<file path="config.mk">
export PLATFORM = sky130hd
export DESIGN_NAME = game_sequencer
export DESIGN_NICKNAME = d
export VERILOG_FILES = /design/src/rtl/snake_pkg.sv /design/src/rtl/led_scanner.sv /design/src/rtl/game_sequencer.sv
export SDC_FILE = /design/constraint.sdc
export NUM_CORES = 1
export LEC_CHECK = 0
export ABC_AREA = 1
export CAP_MARGIN = 20
export CORE_MARGIN = 4
export CORE_UTILIZATION = 40
export DETAILED_ROUTE_END_ITERATION = 6
export PLACE_DENSITY = 0.94
export SYNTH_ARGS = -nofsm -noshare
export SYNTH_HDL_FRONTEND = slang
export SYNTH_SLANG_ARGS = --single-unit
</file>
<file path="constraint.sdc">
create_clock -name in_clka -period 2.6 [get_ports in_clka]
set_input_delay 0.39 -clock in_clka [delete_from_list [all_inputs] [get_ports in_clka]]
set_output_delay 0.39 -clock in_clka [all_outputs]
set_load 0.1 [all_outputs]
</file>
<file path="src/rtl/snake_pkg.sv">
// Shared encodings for the snake game sequencer: execution, game and direction
// states, the one-hot pad codes, and the reverse-direction helper.
package snake_pkg;

    typedef enum logic [1:0] {
        EXEC_CHECK      = 2'd0,
        EXEC_INPUT      = 2'd1,
        EXEC_WAIT_LOGIC = 2'd2,
        EXEC_DISPLAY    = 2'd3
    } exec_state_t;

    typedef enum logic [1:0] {
        GAME_INIT = 2'd0,
        GAME_RUN  = 2'd1,
        GAME_OVER = 2'd2
    } game_state_t;

    typedef enum logic [1:0] {
        DIR_UP    = 2'd0,
        DIR_DOWN  = 2'd1,
        DIR_LEFT  = 2'd2,
        DIR_RIGHT = 2'd3
    } dir_state_t;

    localparam logic [3:0] PAD_RIGHT = 4'b1000;
    localparam logic [3:0] PAD_LEFT  = 4'b0100;
    localparam logic [3:0] PAD_DOWN  = 4'b0010;
    localparam logic [3:0] PAD_UP    = 4'b0001;

    function automatic dir_state_t reverse_dir(input dir_state_t d);
        case (d)
            DIR_UP:   return DIR_DOWN;
            DIR_DOWN: return DIR_UP;
            DIR_LEFT: return DIR_RIGHT;
            default:  return DIR_LEFT;
        endcase
    endfunction

endpackage

</file>
<file path="src/rtl/led_scanner.sv">
// Row-multiplexed 8x8 LED scanner with registered row/column drive.
// Define SNAKE_BLINK_EN to blink the head LED while the game is over.
module led_scanner #(
    parameter int FRAMES_PER_TICK = 1,
    parameter int BLINK_FRAMES    = 4
) (
    input  logic        clk,
    input  logic        rst,
    input  logic        start,
    input  logic        over,
    input  logic [5:0]  head_pos,
    input  logic [63:0] led_array,
    output logic        frames_done,
    output logic [7:0]  row_cathode,
    output logic [7:0]  column_anode
);
    localparam int FW = (FRAMES_PER_TICK > 1) ? $clog2(FRAMES_PER_TICK) : 1;

    logic [2:0]    row_q;
    logic [FW-1:0] frame_q;
    logic          frame_end;
    logic [7:0]    blank_mask;

    assign frame_end   = start && (row_q == 3'd7);
    assign frames_done = frame_end && (frame_q == FW'(FRAMES_PER_TICK - 1));

    // NOTE: sequential state uses non-blocking assignments so every register
    // samples pre-edge values regardless of statement order.
    always_ff @(posedge clk) begin
        if (rst || !start) begin
            row_q   <= 3'd0;
            frame_q <= '0;
        end else begin
            row_q <= row_q + 3'd1;
            if (frame_end)
                frame_q <= frames_done ? '0 : frame_q + 1'b1;
        end
    end

`ifdef SNAKE_BLINK_EN
    localparam int BW = (BLINK_FRAMES > 1) ? $clog2(BLINK_FRAMES) : 1;

    logic [BW-1:0] blink_cnt_q;
    logic          blink_off_q;

    // Only frames shown while the game is over advance the blink phase.
    always_ff @(posedge clk) begin
        if (rst) begin
            blink_cnt_q <= '0;
            blink_off_q <= 1'b0;
        end else if (frame_end && over) begin
            if (blink_cnt_q == BW'(BLINK_FRAMES - 1)) begin
                blink_cnt_q <= '0;
                blink_off_q <= ~blink_off_q;
            end else begin
                blink_cnt_q <= blink_cnt_q + 1'b1;
            end
        end
    end

    assign blank_mask = (over && blink_off_q && (head_pos[5:3] == row_q))
                        ? (8'b1 << head_pos[2:0]) : 8'h00;
`else
    logic unused_blink_inputs;
    assign unused_blink_inputs = ^{over, head_pos, BLINK_FRAMES[0]};
    assign blank_mask          = 8'h00;
`endif

    always_ff @(posedge clk) begin
        if (rst || !start) begin
            row_cathode  <= 8'hFF;
            column_anode <= 8'h00;
        end else begin
            row_cathode  <= ~(8'b1 << row_q);
            column_anode <= led_array[{row_q, 3'b000} +: 8] & ~blank_mask;
        end
    end

endmodule

</file>
<file path="src/rtl/game_sequencer.sv">
// Snake game execution controller: CHECK/INPUT/WAIT_LOGIC/DISPLAY loop,
// direction filter, logic tick and LED scan. Optional SNAKE_BLINK_EN blinks the head in OVER.
module game_sequencer
    import snake_pkg::*;
#(
    parameter int FRAMES_PER_TICK = 1,
    parameter int BLINK_FRAMES    = 4
) (
    input  logic        in_clka,
    input  logic        in_restart,
    input  logic [3:0]  in_direction_in,
    input  logic        in_logic_done,
    input  logic        in_collision,
    input  logic [5:0]  in_head_pos,
    input  logic [63:0] in_led_array_flat,
    output logic        out_logic_tick,
    output logic [1:0]  out_game_state,
    output logic [1:0]  out_direction_state,
    output logic [1:0]  out_execution_state,
    output logic [7:0]  out_row_cathode,
    output logic [7:0]  out_column_anode
);
    exec_state_t exec_q, exec_d;
    game_state_t game_q, game_d;
    dir_state_t  dir_q, dir_d;
    dir_state_t  pend_dir_q, pend_dir_d;
    logic        pend_valid_q, pend_valid_d;
    logic        press_valid;
    dir_state_t  press_dir;
    logic        frames_done;

    // NOTE: every always_comb output gets a default first, so no path can
    // leave a signal unassigned and infer a latch.
    always_comb begin
        press_valid = 1'b1;
        press_dir   = DIR_RIGHT;
        case (in_direction_in)
            PAD_RIGHT: press_dir = DIR_RIGHT;
            PAD_LEFT:  press_dir = DIR_LEFT;
            PAD_DOWN:  press_dir = DIR_DOWN;
            PAD_UP:    press_dir = DIR_UP;
            default:   press_valid = 1'b0;
        endcase
        if (game_q == GAME_OVER)
            press_valid = 1'b0;
        if (game_q == GAME_RUN && press_dir == reverse_dir(dir_q))
            press_valid = 1'b0;
    end

    always_comb begin
        exec_d       = exec_q;
        game_d       = game_q;
        dir_d        = dir_q;
        pend_dir_d   = pend_dir_q;
        pend_valid_d = pend_valid_q;
        case (exec_q)
            EXEC_CHECK: begin
                case (game_q)
                    GAME_INIT: begin
                        if (pend_valid_q || press_valid) begin
                            game_d = GAME_RUN;
                            exec_d = EXEC_INPUT;
                        end else begin
                            exec_d = EXEC_DISPLAY;
                        end
                    end
                    GAME_RUN: exec_d = EXEC_INPUT;
                    default:  exec_d = EXEC_DISPLAY;
                endcase
            end
            EXEC_INPUT: begin
                if (pend_valid_q)
                    dir_d = pend_dir_q;
                pend_valid_d = 1'b0;
                exec_d       = EXEC_WAIT_LOGIC;
            end
            EXEC_WAIT_LOGIC: begin
                if (in_logic_done) begin
                    if (in_collision)
                        game_d = GAME_OVER;
                    exec_d = EXEC_DISPLAY;
                end
            end
            default: begin
                if (frames_done)
                    exec_d = EXEC_CHECK;
            end
        endcase
        // A press in the INPUT cycle itself survives the clear for the next tick.
        if (press_valid) begin
            pend_dir_d   = press_dir;
            pend_valid_d = 1'b1;
        end
    end

    always_ff @(posedge in_clka) begin
        if (in_restart) begin
            exec_q       <= EXEC_CHECK;
            game_q       <= GAME_INIT;
            dir_q        <= DIR_RIGHT;
            pend_dir_q   <= DIR_RIGHT;
            pend_valid_q <= 1'b0;
        end else begin
            exec_q       <= exec_d;
            game_q       <= game_d;
            dir_q        <= dir_d;
            pend_dir_q   <= pend_dir_d;
            pend_valid_q <= pend_valid_d;
        end
    end

    led_scanner #(
        .FRAMES_PER_TICK (FRAMES_PER_TICK),
        .BLINK_FRAMES    (BLINK_FRAMES)
    ) u_led_scanner (
        .clk          (in_clka),
        .rst          (in_restart),
        .start        (exec_q == EXEC_DISPLAY),
        .over         (game_q == GAME_OVER),
        .head_pos     (in_head_pos),
        .led_array    (in_led_array_flat),
        .frames_done  (frames_done),
        .row_cathode  (out_row_cathode),
        .column_anode (out_column_anode)
    );

    assign out_logic_tick      = (exec_q == EXEC_INPUT);
    assign out_game_state      = game_q;
    assign out_direction_state = dir_q;
    assign out_execution_state = exec_q;

endmodule

</file>
After elaboration in Yosys (flattened, before gate mapping)
Index checks and enable logic that the tools add are counted.
{"block": "word_totals", "regBits": 29, "inputBits": 78, "output_inout_bits": 23, "wordCells": 66}
{"block": "op_classes", "n_addsub": 2, "n_eq_ne": 17, "shifts": 2, "muxes": 18, "n_bitwise": 2, "n_reduce_logical": 16}
{"op": "$shiftx A64 B7 Y8", "count": 1}
{"op": "$pmux W2 S3", "count": 3}
{"op": "$mux W2", "count": 7}
{"op": "$eq A2 B2 Y1 const B", "count": 4}
{"op": "$not A8 Y8", "count": 1}
{"op": "$pmux W2 S2", "count": 2}
{"op": "$shl A1 B3 Y8 const A", "count": 1}
{"op": "$eq A2 B1 Y1 const B", "count": 3}
{"op": "$logic_not A2 Y1", "count": 3}
{"op": "$mux W1", "count": 6}
{"op": "$ne A2 B2 Y1 const B", "count": 3}
{"op": "$reduce_and A5 Y1", "count": 1}
{"op": "$eq A4 B1 Y1 const B", "count": 1}
{"op": "$eq A4 B2 Y1 const B", "count": 1}
{"op": "$eq A4 B3 Y1 const B", "count": 1}
{"op": "$eq A4 B4 Y1 const B", "count": 1}
{"op": "$reduce_and A2 Y1", "count": 2}
{"op": "$reduce_bool A2 Y1", "count": 2}
{"op": "$reduce_bool A4 Y1", "count": 1}
{"op": "$reduce_or A4 Y1", "count": 1}
{"op": "$add A3 B1 Y3 const B", "count": 1}
{"op": "$eq A3 B3 Y1 const B", "count": 1}
{"op": "$logic_and A1 B1 Y1", "count": 3}
{"op": "$eq A2 B2 Y1", "count": 1}
{"op": "5 further kinds", "count": 6}

Logic depth before layout (Yosys ltp)
Gate-level depths: netlist (run 1).
{"block": "logic_depth", "depth_word": 9, "mapped_depth": 14, "ltp_nobuf": 14}

Hierarchy
From an unflattened synthesis (run 1), not the netlist that was laid out.
{"block": "hier_totals", "cells_unflattened": 352, "area_unflattened_um2": 2068.2}
{"module": "led_scanner", "instances": 1, "cells_each": 263, "area_each_um2": 1466.4, "seq_area_each_um2": 400.4}
{"module": "game_sequencer", "instances": 1, "cells_each": 89, "area_each_um2": 601.8, "seq_area_each_um2": 180.2}

Worst setup path before layout (run 1)
No wires, ideal clock.
{"block": "synth_timing", "kind": "reg-to-reg", "startpoint": "register exec_q[0], in the netlist out_execution_state[0]", "endpoint": "register exec_q[1], in the netlist out_execution_state[1]", "setup_time_ns": 0.067, "arrival_time_ns": 2.545, "t_required_ns": 2.533, "slack_ns": -0.011, "path_stages_with_launch": 8, "n_path_buf": 0, "period_less_slack_ns": 2.611, "cell_sequence": "dfxtp_1 > ha_1 > inv_1 > o21ai_0 > o21ai_0 > nor2_1 > nand2_1 > a21oi_2"}
{"block": "synth_via", "elab_cells_between_ends": 10, "classes_between": "4 x eq/ne; 1 x mux; 5 x reduce/logical"}
{"element": "from (decl)", "line_no": "game_sequencer.sv:23", "text": "exec_state_t exec_q, exec_d;"}
{"element": "from (signal assigned)", "line_no": "game_sequencer.sv:98", "text": "exec_q <= EXEC_CHECK;"}
{"element": "from (signal assigned)", "line_no": "game_sequencer.sv:104", "text": "exec_q <= exec_d;"}
{"element": "$eq A2 B1 Y1 *"}
{"element": "net out_logic_tick", "line_no": "game_sequencer.sv:16", "text": "output logic out_logic_tick,"}
{"element": "$reduce_bool A4 Y1 (no source line)"}
{"element": "$reduce_and A2 Y1 (no source line)"}
The timed path passes the listed nets; every way through them passes the cells marked *.
A chain may end at the register's enable or synchronous reset.

Final worst setup path (run 1)
{"block": "layout_timing", "startpoint": "register u_led_scanner.row_q[0]", "endpoint": "register u_led_scanner.column_anode[2]"}
{"block": "layout_via", "elab_chain_cells": 1}
{"element": "from (decl)", "line_no": "led_scanner.sv:19", "text": "logic [2:0] row_q;"}
{"element": "from (signal assigned)", "line_no": "led_scanner.sv:34", "text": "row_q <= row_q + 3'd1;"}
{"element": "$shiftx A64 B7 Y8", "line_no": "led_scanner.sv:75", "text": "column_anode <= led_array[{row_q, 3'b000} +: 8] & ~blank_mask;"}
{"element": "to (signal assigned)", "line_no": "led_scanner.sv:75"}
{"element": "to (decl)", "line_no": "led_scanner.sv:15", "text": "output logic [7:0] column_anode"}
No other way between the ends.

==> summary.txt, run 1 <==
Place
  • Half-perimeter wire length of the detailed placement result: around 4000 um
  • Weighted congestion reported at the end of routability-driven placement: around 0.86
  • # placed instances: between 300 and 400
  • Worst setup slack before clock tree synthesis: 0.521 ns
  • Number of buffers added on ports: 94

Detailed routing
  • Mean number of vias per cell: between 5 and 6
  • Per-cell routed wire length: ~14 um
  • WL final: approximately 5300 um
  • First DRT Iteration DRCs: 99
  • Drt pass-1 iters: 4
  • Count of antenna-violating nets left after detailed routing: 0
  • Drt drc: 0
  • Via count: 1,957

Global routing
  • Pin count of the biggest net entering global routing: 35
  • Via count of the first global-routing pass: between 1,500 and 2,000
  • Global-route total usage across every layer: 20.0%
  • GRT Residual Overflow: 0
  • Initial antenna violation count: 0
  • First-pass GRT wire length: 8330 um

Floorplan
  • Cell row count: 23
  • Floorplan core area: about 4000 um^2
  • Initial standard-cell utilization of the core: 41.6%
  • DIE WIDTH: 72.7 um
  • Area enclosed by the die boundary: 5290 um^2
  • I/O pin total: slightly above 100
  • Die height: 72.7 um

Pwr
  • Sum of internal, switching and leakage power: roughly 0.0018 W
  • Cell Int Power: 0.00101 W
  • Peak ir drop on the vdd network: about 0.36 mV
  • Comb pwr share: between 40% and 50%
  • Clock share of power: around 23%
  • Sequential cell fraction of total power: about 30%
  • Leak Pwr: approximately 1.2 nW
  • Power density over cell area: 654 nW/um^2
  • Proportion of total power due to net switching: a little over two fifths
  • Switching power: about 0.00077 W

Synthesis
  • Yosys warnings: 0
  • Netlist cell types: 24
  • Number of storage elements in the synthesis netlist: 29
  • Sequential cell area fraction in the yosys report: 34.6%
  • Post-Synthesis Net Count: around 330
  • Mean area per synthesized cell: just over 7 um^2
  • Cell Area, Synth: approximately 1700 um^2
  • Number of instances in the synthesized netlist: 237

Timing
  • Worst clock skew on the final layout: around 0.0056 ns
  • Slew HR: approximately 40%
  • Minimum period implied by the final worst setup slack: 1.81 ns
  • Worst Hold Margin: between 0.4 and 0.5 ns
  • Max-slew violation count: 0
  • Worst slew pin tran: ~0.9 ns
  • Maximum frequency from static timing analysis: about 550 MHz
  • Number of failing setup endpoints in the final timing report: 0
  • Worst setup slack after layout: 0.791 ns
  • Setup Total Neg Slack: 0 ns
  • Final Hold Vio Count: 0
  • RSZ-0062 raised after global routing: no
  • Final worst path period share: a little over two thirds

Setup path
  • Stage delay of the slowest cell on the critical path: roughly 0.53 ns
  • Ordered list of cells on the worst path: inv_1, o21ai_0, o22ai_1, a22o_1
  • Critical path peak fanout: 34
  • Startpoint type of the worst setup path: flip-flop
  • Arrival time of data at the critical path endpoint: 1.98 ns
  • Slowest stage cell, crit path: sky130_fd_sc_hd__dfxtp_1
  • Required @ worst endpoint: approximately 2.8 ns
  • Element type at the critical path end: flip-flop
  • Crit Path Category: reg2reg

Clock tree
  • Number of clock sinks: 29
  • Inserted Clock Buffers: 5
  • Setup Fix Bufs, Post-CTS: 0
  • Clock latency at the later pin of the worst-skew pair: roughly 0.28 ns
  • Count of hold-fix buffers inserted at cts: 0
  • Number of instances resized during post-cts repair: 0
  • Root Buffer: sky130_fd_sc_hd__clkbuf_8
  • Clock transition at the registers of the reported paths: roughly 0.06 ns
  • CTS HTree Levels: 2
  • CTS tree: yes
  • Maximum clock insertion buffer count: 2

Finish
  • Final standard cell count with taps included and fillers excluded: 383
  • Final layout net count: 420
  • Most common cell after layout, fill and taps aside: sky130_fd_sc_hd__clkdlybuf4s50_1
  • Share of layout cells above drive strength 1: 16.2%
  • Area grow syn2layout: 62.0%
  • Most frequent cells in the layout: sky130_fd_sc_hd__clkdlybuf4s50_1 (71), sky130_fd_sc_hd__nor2_1 (43), sky130_fd_sc_hd__o21ai_0 (34)
  • Total inserted antenna cells: 0

Run status
  • Run status: complete, no violations

Job
  • Max-cap check violation count: 0

Hold path
  • Type of the tightest min-delay check: reg2reg
-- critical path: cells and delay by family, from the launching register on --
family	cells	cell delay, ns
AO/OA/AOI/OAI	3	0.68
buffers and inverters	1	0.48
flip-flops	1	0.53
-- power by group through the flow --
stage / registers (W) / clock network (W) / logic [W]
2_1_floorplan: 0.000764 / 0 / 0.000368
3_3_place_gp: 0.000535 / 0 / 0.000813
3_5_place_dp: 0.000537 / 0 / 0.000834
4_1_cts: 0.000528 / 0.000417 / 0.000840
5_1_grt: 0.000533 / 0.000438 / 0.000909
6_report: 0.000528 / 0.000408 / 0.000839
-- cells in the mapped netlist --
cell                        n  area share (%)
sky130_fd_sc_hd__ha_1      10             7.5
sky130_fd_sc_hd__nor2_4     2             1.3
sky130_fd_sc_hd__nand3_1    6             1.8
sky130_fd_sc_hd__buf_1      1            0.22
sky130_fd_sc_hd__nand2_4    2             1.3
sky130_fd_sc_hd__a21oi_1    5             1.5
sky130_fd_sc_hd__o211ai_1   1            0.45
sky130_fd_sc_hd__o21ai_0   34              10
sky130_fd_sc_hd__or2_2      2            0.75
sky130_fd_sc_hd__a22o_1     8             4.2
sky130_fd_sc_hd__a21oi_2    1            0.52
sky130_fd_sc_hd__clkbuf_1   7             1.6
sky130_fd_sc_hd__inv_2      3            0.67
sky130_fd_sc_hd__nand3b_1   1            0.45
sky130_fd_sc_hd__nand2_2    4             1.5
sky130_fd_sc_hd__buf_2      2            0.60
sky130_fd_sc_hd__nand2_1   33             7.4
sky130_fd_sc_hd__dfxtp_1   29              35
sky130_fd_sc_hd__o22ai_1   17             6.3
sky130_fd_sc_hd__nor2_1    43             9.6
sky130_fd_sc_hd__inv_1     20             4.5
sky130_fd_sc_hd__nand3_2    4             2.4
sky130_fd_sc_hd__nand4_1    1            0.37
sky130_fd_sc_hd__nor3_1     1            0.30
-- state kept, by name, indices dropped and copies added, names as in the netlist --
name,count
out_direction_state,2
out_execution_state,2
out_game_state,2
pend_dir_q,2
pend_valid_q,1
u_led_scanner.column_anode,8
u_led_scanner.frame_q,1
u_led_scanner.row_cathode,8
u_led_scanner.row_q,3
-- kinds of logic after synthesis --
| kind of cell | count (synthesis) | share of synthesized area (%) |
|---|---|---|
| AO/OA/AOI/OAI | 66 | 23.1 |
| adder cells (fa/ha/maj) | 10 | 7.46 |
| AND/OR/NAND/NOR | 99 | 27.2 |
| buffers and inverters | 33 | 7.54 |
| flip-flops | 29 | 34.6 |
-- worst paths after layout --
kind                          start                            end  depth (start not counted)  slack [ns]
max          u_led_scanner.row_q[0]  u_led_scanner.column_anode[2]                          4        0.79
min           u_led_scanner.frame_q          u_led_scanner.frame_q                          2        0.43
max reg2reg  u_led_scanner.row_q[0]  u_led_scanner.column_anode[2]                          4        0.79
min reg2reg   u_led_scanner.frame_q          u_led_scanner.frame_q                          2        0.43
-- per-layer routing --
| layer | track usage (%) | wire (um) |
|---|---|---|
| met5 | 0 | 0 |
| met4 | 6.76 | 87 |
| met3 | 5.37 | 374 |
| met2 | 38.5 | 2770 |
| met1 | 20.5 | 2030 |
-- per-stage QoR --
stage | utilization (%) | cell area [um^2]
5_1_grt | 67.4 | 2720
3_5_place_dp | 64.9 | 2620
4_1_cts | 67.4 | 2720
6_report | 67.4 | 2720
3_3_place_gp | 64.9 | 2620
2_1_floorplan | - | 1680
-- cell type report --
cell class | count | area, um^2
Fill cell | 349 | 1310
Sequential cell | 29 | 581
Clock inverter | 1 | 5.00
Clock buffer | 7 | 96.3
Tap cell | 50 | 62.6
Multi-Input combinational cell | 175 | 972
Inverter | 23 | 86.3
Timing Repair Buffer | 98 | 913
(Power assumes the default switching activity.)
==> run 2: changes to the inputs <==
Settings changed: CORE_UTILIZATION 40 to 34, PLACE_DENSITY 0.94 to 0.86.
Clock period 2.6 ns to 1.52 ns, I/O delays scaled along.
==> summary.txt, run 2 (synthesis gave the netlist of run 1 again) <==
Finish
  • Final standard cell count with taps included and fillers excluded: 410 (+7.0%)
  • Final layout net count: 430 (+2.4%)
  • Most frequent cells in the layout: sky130_fd_sc_hd__clkdlybuf4s50_1 (67), sky130_fd_sc_hd__nor2_1 (41), sky130_fd_sc_hd__nand2_1 (32), sky130_fd_sc_hd__o21ai_0 (32), sky130_fd_sc_hd__buf_12 (24)
  • Post-route core utilization: 66.3% (-1.1 points)
  • Area used by multi-input combinational logic: 990 um^2 (+1.8%)
  • Register cell area after layout: 596 um^2 (+2.6%)
  • Number of fill cells in the layout: 390 (+12%)
  • Share of layout cells above drive strength 1: 21.3% (+5.1 points)
  • Most common cell after layout, fill and taps aside: sky130_fd_sc_hd__clkdlybuf4s50_1
  • Total inserted antenna cells: 0 (unchanged)
  • Area grow syn2layout: 88.1%
  • Largest registers ranked by flip-flop count: u_led_scanner.column_anode (8), u_led_scanner.row_cathode (8), u_led_scanner.row_q (3)

Floorplan
  • Die height: 78.2 um (+7.5%)
  • I/O pin total: 101 (unchanged)
  • Initial standard-cell utilization of the core: 35.3% (-6.4 points)
  • Area enclosed by the die boundary: 6120 um^2 (+16%)
  • Cell row count: 25 (+8.7%)
  • Floorplan core area: 4750 um^2 (+18%)
  • DIE WIDTH: 78.2 um (+7.5%)

Setup path
  • Critical path peak fanout: 5 (-85%)
  • Crit Path Category: reg2reg
  • Element type at the critical path end: flip-flop
  • Arrival time of data at the critical path endpoint: 1.61 ns (-0.37 ns)
  • Startpoint type of the worst setup path: flip-flop
  • Setup slack, reg-to-reg: 0.11 ns (-0.68 ns)
  • CP endpoint: out_game_state[0]
  • FF-to-FF path depth: 9 (+5)
  • Required @ worst endpoint: 1.72 ns (-1.05 ns)
  • First element of the critical path: out_execution_state[0]
  • Startpoint of the worst-slack reg-to-reg timing path: out_execution_state[0]
  • Capture point of the worst reg-to-reg path: out_game_state[0]

Clock tree
  • Maximum clock insertion buffer count: 2 (unchanged)
  • Count of hold-fix buffers inserted at cts: 0 (unchanged)
  • Root Buffer: sky130_fd_sc_hd__clkbuf_8
  • Inserted Clock Buffers: 5 (unchanged)
  • Setup Fix Bufs, Post-CTS: 0 (unchanged)
  • Clock latency at the later pin of the worst-skew pair: 0.28 ns (about the same)
  • Number of clock sinks: 29 (unchanged)
  • CTS HTree Levels: 2 (unchanged)
  • Clock transition at the registers of the reported paths: 0.07 ns (about the same)
  • CTS tree: yes

Timing
  • Final worst path period share: 92.7% (+23 points)
  • Worst slew pin tran: 0.226 ns (-0.671 ns)
  • RSZ-0062 raised after global routing: no
  • Max-slew violation count: 0 (unchanged)
  • Maximum frequency from static timing analysis: 710 MHz (+28%)
  • Minimum period implied by the final worst setup slack: 1.41 ns (-0.399 ns)
  • Worst clock skew on the final layout: 0.00588 ns (+0.000231 ns)
  • Number of failing setup endpoints in the final timing report: 0 (unchanged)
  • Worst Hold Margin: 0.412 ns (-0.0187 ns)
  • Final Hold Vio Count: 0 (unchanged)
  • Slew HR: 84.9% (+45 points)

Detailed routing
  • First DRT Iteration DRCs: 83 (-16%)
  • Count of antenna-violating nets left after detailed routing: 0 (unchanged)
  • WL final: 5320 um (+1.1%)
  • Per-cell routed wire length: 13.0 um (-5.6%)
  • Mean number of vias per cell: 4.84 (-5.2%)
  • Drt pass-1 iters: 4 (unchanged)
  • Via count: 1,986 (+1.5%)
  • Drt drc: 0 (unchanged)

Run status
  • Run status: complete, no violations

Place
  • # placed instances: 402 (+7.2%)
  • Weighted congestion reported at the end of routability-driven placement: 0.874 (+1.6%)
  • Half-perimeter wire length of the detailed placement result: 4400 um (+7.4%)
  • Number of buffers added on ports: 94 (unchanged)

Job
  • Max-cap check violation count: 0 (unchanged)

Global routing
  • Pin count of the biggest net entering global routing: 35 (unchanged)
  • GRT Residual Overflow: 0 (unchanged)
  • First-pass GRT wire length: 8320 um (about the same)
  • Initial antenna violation count: 0 (unchanged)
  • Via count of the first global-routing pass: 1,955 (+0.31%)
  • Global-route total usage across every layer: 17.0% (-3.0 points)

Pwr
  • Power density over cell area: 1080 nW/um^2 (+65%)
  • Peak ir drop on the vdd network: 0.556 mV (+54%)
  • Leak Pwr: 1.36 nW (+14%)

Hold path
  • Type of the tightest min-delay check: in2reg
[run 2: what timing repair did]
item                                   4_1_cts  5_1_grt
endpoints found under the hold margin        0        0
pin swaps                                    2        1
gates resized for setup                      4        5
setup endpoints to repair                    3        8
[run 2: layout make-up]
cell class	instances	share of cell area [%]
tap	67	2.66
timing repair buffer	108	41.0
sequential	29	18.9
clock inverter	2	1.07
clock buffer	6	2.30
multi-input combinational	175	31.4
inverter	23	2.74
[run 2: routing by layer]
layer,vias up,share of wire (%),global-route usage (%)
li1,1004,-,-
met1,906,38,17.6
met2,63,55,31.8
met3,13,4.5,3.56
met4,0,2.7,8.74
met5,-,0,0
[run 2: critical path, cell delays in order (launching register included)]
cell and delay [ns]:
sky130_fd_sc_hd__dfxtp_4 0.37, sky130_fd_sc_hd__inv_1 0.08, sky130_fd_sc_hd__ha_1 0.14, sky130_fd_sc_hd__inv_1 0.06
sky130_fd_sc_hd__or2_2 0.29, sky130_fd_sc_hd__nand2_2 0.08, sky130_fd_sc_hd__nor2_2 0.05, sky130_fd_sc_hd__nand3_2 0.08
sky130_fd_sc_hd__nand2_1 0.05, sky130_fd_sc_hd__a21oi_1 0.13
[run 2: through the flow]
| stage | instance area, um^2 | total power [W] | setup TNS [ns] | setup WS (ns) |
|---|---|---|---|---|
| after detailed placement | 3040 | 0.00264 | -1.60 | -0.329 |
| after global placement | 3040 | 0.00260 | -1.02 | -0.220 |
| after floorplan | 1710 | 0.00199 | -0.0106 | -0.0106 |
| after CTS | 3140 | 0.00341 | 0 | 0.0114 |
| after global routing | 3150 | 0.00357 | 0 | 0.000796 |
| final | 3150 | 0.00340 | 0 | 0.111 |
[run 2: worst min path at each step]
stage                                      from                      to  cells past startpoint
after CTS                 u_led_scanner.frame_q   u_led_scanner.frame_q                      2
final                        in_direction_in[3]           pend_dir_q[1]                      5
after detailed placement  u_led_scanner.frame_q   u_led_scanner.frame_q                      2
after global placement    u_led_scanner.frame_q   u_led_scanner.frame_q                      2
after floorplan                      in_restart  out_execution_state[1]                      1
after global routing      u_led_scanner.frame_q   u_led_scanner.frame_q                      2
[run 2: where the power goes]
group / leakage, nW / internal, W / switching [W]
logic: 1.07 / 0.000698 / 0.000980
registers: 0.237 / 0.000856 / 0.0000991
clock network: 0.0528 / 0.000483 / 0.000282
==> run 3: changes to the inputs <==
Settings changed: CORE_UTILIZATION 34 to 37, PLACE_DENSITY 0.86 to 0.89.
Clock period 1.52 ns to 1.34 ns, I/O delays scaled along.
==> summary.txt, run 3 (synthesis gave the netlist of run 1 again) <==
Timing
  • Worst slew pin tran: 0.244 ns (+0.0178 ns)
  • Number of failing setup endpoints in the final timing report: 3 (+3)
  • Max-slew violation count: 0 (unchanged)
  • Final Hold Vio Count: 0 (unchanged)
  • Minimum period implied by the final worst setup slack: 1.41 ns (+0.00500 ns)
  • RSZ-0062 raised after global routing: yes
  • Slew HR: 83.8% (-1.2 points)
  • Worst Hold Margin: 0.466 ns (+0.0538 ns)
  • Worst setup slack after layout: -0.0744 ns (-0.185 ns)
  • Worst clock skew on the final layout: 0.0139 ns (+0.00798 ns)
  • Final worst path period share: 106% (+13 points)
  • Maximum frequency from static timing analysis: 707 MHz (-0.35%)

Setup path
  • Setup slack, reg-to-reg: -0.07 ns (-0.19 ns)
  • Startpoint type of the worst setup path: flip-flop
  • FF-to-FF path depth: 8 (-1)
  • Crit Path Category: reg2reg
  • Capture point of the worst reg-to-reg path: out_execution_state[1]
  • Startpoint of the worst-slack reg-to-reg timing path: u_led_scanner.row_q[1]
  • Required @ worst endpoint: 1.56 ns (-0.16 ns)
  • Arrival time of data at the critical path endpoint: 1.63 ns (+0.02 ns)
  • Element type at the critical path end: flip-flop
  • Critical path peak fanout: 3 (-2)

Pwr
  • Comb pwr share: 55.1% (+5.7 points)
  • Switching power: 0.00169 W (+24%)
  • Clock share of power: 18.5% (-4.0 points)
  • Power density over cell area: 1230 nW/um^2 (+14%)
  • Cell Int Power: 0.00234 W (+15%)
  • Proportion of total power due to net switching: 42.0% (+1.9 points)
  • Peak ir drop on the vdd network: 0.920 mV (+65%)
  • Sequential cell fraction of total power: 26.4% (-1.7 points)
  • Leak Pwr: 1.42 nW (+3.8%)

Place
  • Total cell area at the placement stage: 3090 um^2 (+1.6%)
  • Number of buffers added on ports: 94 (unchanged)
  • # placed instances: 395 (-1.7%)
  • Weighted congestion reported at the end of routability-driven placement: 0.872 (-0.26%)
  • Half-perimeter wire length of the detailed placement result: 4460 um (+1.3%)

Detailed routing
  • Per-cell routed wire length: 14.9 um (+15%)
  • Drt pass-1 iters: 5 (+1)
  • WL final: 6050 um (+14%)
  • Mean number of vias per cell: 5.18 (+7.0%)
  • Drt drc: 0 (unchanged)
  • Via count: 2,104 (+5.9%)
  • Count of antenna-violating nets left after detailed routing: 0 (unchanged)
  • First DRT Iteration DRCs: 112 (+35%)

Clock tree
  • Number of clock sinks: 29 (unchanged)
  • Inserted Clock Buffers: 5 (unchanged)
  • CTS HTree Levels: 2 (unchanged)
  • Maximum clock insertion buffer count: 2 (unchanged)
  • Count of hold-fix buffers inserted at cts: 0 (unchanged)
  • Clock transition at the registers of the reported paths: 0.07 ns (about the same)
  • Root Buffer: sky130_fd_sc_hd__clkbuf_8
  • CTS tree: yes
  • Clock latency at the later pin of the worst-skew pair: 0.28 ns (about the same)

Floorplan
  • I/O pin total: 101 (unchanged)
  • Floorplan core area: 4380 um^2 (-7.8%)
  • Area enclosed by the die boundary: 5670 um^2 (-7.3%)
  • DIE WIDTH: 75.3 um (-3.7%)
  • Cell row count: 24 (-4.0%)
  • Initial standard-cell utilization of the core: 38.2% (+3.0 points)
  • Die height: 75.3 um (-3.7%)

Hold path
  • Hold Crit Endpoint: pend_dir_q[1]
  • Count of cells along the worst hold path: 5 (unchanged)
  • Min-Delay Startpoint: in_direction_in[3]
  • Type of the tightest min-delay check: in2reg

Finish
  • Final layout net count: 441 (+2.6%)
  • Post-route cell area: 3280 um^2 (+4.1%)
  • Area grow syn2layout: 95.8%
  • Final standard cell count with taps included and fillers excluded: 406 (-0.98%)
  • Largest registers ranked by flip-flop count: u_led_scanner.column_anode (8), u_led_scanner.row_cathode (8), u_led_scanner.row_q (3)
  • Most common cell after layout, fill and taps aside: sky130_fd_sc_hd__clkdlybuf4s50_1
  • Most frequent cells in the layout: sky130_fd_sc_hd__clkdlybuf4s50_1 (67), sky130_fd_sc_hd__nor2_1 (41), sky130_fd_sc_hd__nand2_1 (31)
  • Share of layout cells above drive strength 1: 28.5% (+7.2 points)
  • Total inserted antenna cells: 0 (unchanged)

Job
  • Max-cap check violation count: 0 (unchanged)

Run status
  • Run status: finished with violations
  • Failing checks: negative setup slack

Global routing
  • Pin count of the biggest net entering global routing: 35 (unchanged)
  • GRT Residual Overflow: 0 (unchanged)
  • Global-route total usage across every layer: 20.4% (+3.4 points)
  • Via count of the first global-routing pass: 2,120 (+8.4%)
  • First-pass GRT wire length: 8800 um (+5.7%)
  • Initial antenna violation count: 0 (unchanged)
-- run 3: per-layer routing --
layer | up-vias | routed length (um) | share of wire (%) | GRT usage, %
li1 | 1024 | - | - | -
met4 | 0 | 246 | 4.1 | 12.2
met5 | - | 0 | 0 | 0
met1 | 941 | 2070 | 34 | 19.2
met2 | 113 | 3170 | 52 | 36.6
met3 | 26 | 562 | 9.3 | 8.58
-- run 3: worst max path at each step --
stage / endpoint / from / slack, ns
2_1_floorplan: out_execution_state[1] / out_execution_state[0] / -0.17
3_3_place_gp: out_execution_state[1] / in_direction_in[1] / -0.39
3_5_place_dp: out_execution_state[1] / in_direction_in[1] / -0.51
4_1_cts: out_execution_state[1] / out_game_state[0] / -0.009
5_1_grt: out_execution_state[1] / u_led_scanner.row_q[1] / -0.13
6_report: out_execution_state[1] / u_led_scanner.row_q[1] / -0.07
-- run 3: worst max-delay path, cell delays in order, from the launching register on --
cell                      delay, ns
sky130_fd_sc_hd__dfxtp_2       0.36
sky130_fd_sc_hd__ha_2          0.21
sky130_fd_sc_hd__ha_4          0.14
sky130_fd_sc_hd__nand2_1       0.09
sky130_fd_sc_hd__o21ai_2       0.14
sky130_fd_sc_hd__o21ai_2       0.08
sky130_fd_sc_hd__nor2_1        0.11
sky130_fd_sc_hd__nand2_1       0.08
sky130_fd_sc_hd__a21oi_2       0.13
-- run 3: area by class of cell --
cell class,count,area (um^2)
Clock buffer,8,90.1
Fill cell,280,1100
Inverter,23,88.8
Multi-Input combinational cell,175,1050
Sequential cell,29,603
Tap cell,52,65.1
Timing Repair Buffer,119,1390
-- run 3: repair_timing --
item	in CTS	in global routing
resized for setup	25	16
setup endpoints to repair	15	14
buffers inserted	1	3
endpoints found under the hold margin	0	0
pin swaps	5	7
-- run 3: power by group through the flow --
| stage | Sequential [W] | Combinational, W | Clock [W] |
|---|---|---|---|
| 5_1_grt | 0.00107 | 0.00234 | 0.000783 |
| 3_3_place_gp | 0.00106 | 0.00200 | 0 |
| 4_1_cts | 0.00106 | 0.00210 | 0.000763 |
| 6_report | 0.00106 | 0.00222 | 0.000746 |
| 2_1_floorplan | 0.00152 | 0.000758 | 0 |
| 3_5_place_dp | 0.00107 | 0.00204 | 0 |
-- run 3: through the flow --
| stage | utilization, % | setup slack, ns | setup TNS (ns) | total power (W) |
|---|---|---|---|---|
| after detailed placement | 70.4 | -0.514 | -3.27 | 0.00311 |
| after CTS | 73.3 | -0.00905 | -0.00905 | 0.00392 |
| after floorplan | - | -0.169 | -1.70 | 0.00228 |
| after global placement | 70.4 | -0.392 | -2.41 | 0.00306 |
| final | 74.9 | -0.0744 | -0.0769 | 0.00403 |
| after global routing | 74.9 | -0.128 | -0.626 | 0.00420 |
==> edit (config.mk and constraints of run 3) <==
The option `SNAKE_BLINK_EN` is turned on by a define.
--- a/src/rtl/led_scanner.sv
+++ b/src/rtl/led_scanner.sv
@@ -1,5 +1,7 @@
 // Row-multiplexed 8x8 LED scanner with registered row/column drive.
 // Define SNAKE_BLINK_EN to blink the head LED while the game is over.
+`define SNAKE_BLINK_EN
+
 module led_scanner #(
     parameter int FRAMES_PER_TICK = 1,
     parameter int BLINK_FRAMES    = 4
Formal check against the unedited RTL: same outputs for any inputs over 10 cycles, from zero or initial values; that may be too few to reach the edited logic, so the function may still have changed.
==> edit against run 3 <==
  * The flow still finishes with violations (negative setup slack)
  * Routed wire length grew 63%
  * Clock skew shrank 3.2 ps
  * Clock power grew 18%
  * Synthesized area grew 17%
  * Worst setup slack lost 110 ps
  * Global-route usage grew 2.4 points
  * Non-clock buffer count grew 19
  * Final area grew 26%
  * Sequential cell count grew 3
  * Power grew 20%
  * Die area grew 15%
  * First-iteration DRC count grew 46%
  * Critical endpoint is now u_led_scanner.column_anode[1]
  * Largest cell class unchanged
  * Largest power group unchanged
  * Highest routed layer unchanged
==> edit: results (changes against run 3) <==
===========================================================================================
Status ....................................................................... finished, violations left   unchanged
Violated checks .............................................................. negative setup slack   unchanged
CP max FO ....................................................................            6   was 3
Worst max-slew margin expressed relative to the limit ........................        75.8%   was 83.8%
Max rail drop VDD ............................................................      1210 µV   was 920 µV
Leakage power summed over all cells ..........................................      1.67 nW   was 1.42 nW
Final number of setup-violating endpoints ....................................           12   was 3
Wire length of the first global-routing pass .................................    11,500 µm   was 8800 µm
Min-Delay Path Depth .........................................................            2   was 5
Cells taking the most area after synthesis ................................... sky130_fd_sc_hd__dfxtp_1, sky130_fd_sc_hd__o21ai_0, sky130_fd_sc_hd__nor2_1   unchanged
Largest net degree at the start of global routing ............................           17   was 35
Net count of the finished layout .............................................          496   was 441
Vias per cell ................................................................         5.91   was 5.18
DP Area ......................................................................     3550 µm²   was 3090 µm²
Number of design-rule violations left by the first detailed-router iteration .          164   was 112
HP Class ..................................................................... flip-flop to flip-flop   was input port to flip-flop
Distinct cells, synth ........................................................           29   was 24
Cell with the largest stage delay on the worst path .......................... sky130_fd_sc_hd__dfxtp_4   was sky130_fd_sc_hd__dfxtp_2
Ranking of synthesized cells by instance count ............................... sky130_fd_sc_hd__nor2_1, sky130_fd_sc_hd__o21ai_0, sky130_fd_sc_hd__dfxtp_1, sky130_fd_sc_hd__nand2_1, sky130_fd_sc_hd__inv_1   was sky130_fd_sc_hd__nor2_1, sky130_fd_sc_hd__o21ai_0, sky130_fd_sc_hd__nand2_1, sky130_fd_sc_hd__dfxtp_1, sky130_fd_sc_hd__inv_1
Number of buffer cells added on primary ports ................................          100   was 94
Worst-case setup margin in the final layout ..................................      -180 ps   was -74.4 ps
Post-Syn Nets ................................................................          364   was 325
Worst-case reg-to-reg path depth .............................................            6   was 8
WL/cell ......................................................................      20.7 µm   was 14.9 µm
Share of post-route cells with drive strength above 1 ........................        38.1%   was 28.5%
GRT Overall Usage ............................................................        22.8%   was 20.4%
RR Startpoint ................................................................ u_led_scanner.row_q[1]   unchanged
Beginning of the worst hold path ............................................. pend_dir_q[1]   was in_direction_in[3]
Setup Skew ...................................................................      10.7 ps   was 13.9 ps
Final-layout worst hold slack ................................................       485 ps   was 466 ps
Internal .....................................................................      2.73 mW   was 2.34 mW
===========================================================================================
edit: changes by cell type in the layout (fill, tap and decap cells not counted), sizes merged, moves of 8 or more:
| cell | change |
|---|---|
| a22o | -8 |
| buf | +11 |
| nor3 | +11 |
| nor4 | +8 |
| o21ai | +10 |
| o221ai | +8 |
edit: final timing paths:
kind,endpoint
setup reg to reg,u_led_scanner.column_anode[1]
setup / recovery,u_led_scanner.column_anode[1]
hold / removal,out_direction_state[1]
hold reg to reg,out_direction_state[1]
edit: layout make-up:
| type | instances | area [µm²] |
|---|---|---|
| multi-input cells | 202 | 1500 |
| repair buffers | 138 | 1650 |
| clock buffers | 6 | 93.8 |
| fillers | 267 | 976 |
| well taps | 70 | 87.6 |
| clock inverters | 2 | 12.5 |
| flip-flops and latches | 32 | 669 |
| inverters | 27 | 123 |
edit: worst max-delay path: cells and delay by family, from the launching register on:
family,cells,cell delay (ps)
AOI/OAI and AO/OA,3,520
and+or+nand+nor,1,260
buffers and inverters,2,270
DFF,1,370
edit: power groups by stage:
| stage | Combinational [mW] | Sequential (mW) | Clock (mW) |
|---|---|---|---|
| floorplan | 0.879 | 1.66 | 0 |
| global placement | 2.20 | 1.19 | 0 |
| detailed placement | 2.26 | 1.20 | 0 |
| CTS | 2.36 | 1.17 | 0.858 |
| global route | 2.91 | 1.20 | 0.919 |
| finish | 2.78 | 1.18 | 0.878 |
edit: per-layer routing:
metal	global-route usage [%]	wire, µm	share of wire (%)	vias up
met5	0	0	0	-
met4	10.5	607	6.2	0
met3	6.17	952	9.7	59
met2	44.3	4980	50	235
met1	22.0	3320	34	1309
li1	-	-	-	1216
edit: timing repair:
action | in CTS | in global routing
hold endpoints to repair | 0 | 0
pin swaps | 8 | 33
cloned | 0 | 2
endpoints found under the setup margin | 17 | 17
gates resized for setup | 35 | 75
setup buffers | 2 | 5
edit: cells by family (layout without fill, tap and decap cells):
| group | Yosys count | count (layout) | synth area share (%) |
|---|---|---|---|
| AO/OA/AOI/OAI | 74 | 74 | 21.7 |
| XOR/XNOR | 3 | 3 | 1.34 |
| adder cells (fa/ha/maj) | 12 | 12 | 7.68 |
| buffers and inverters | 40 | 173 | 8.64 |
| flip-flops | 32 | 32 | 32.8 |
| AND/OR/NAND/NOR | 113 | 113 | 27.8 |
edit: metrics by stage:
step | instances | setup WS [ps] | TNS (ps)
5_1_grt | 477 | -263 | -2180
2_1_floorplan | 274 | -187 | -906
6_report | 477 | -180 | -1360
4_1_cts | 471 | -25.7 | -68.5
3_5_place_dp | 461 | -429 | -4210
3_3_place_gp | 461 | -318 | -3120
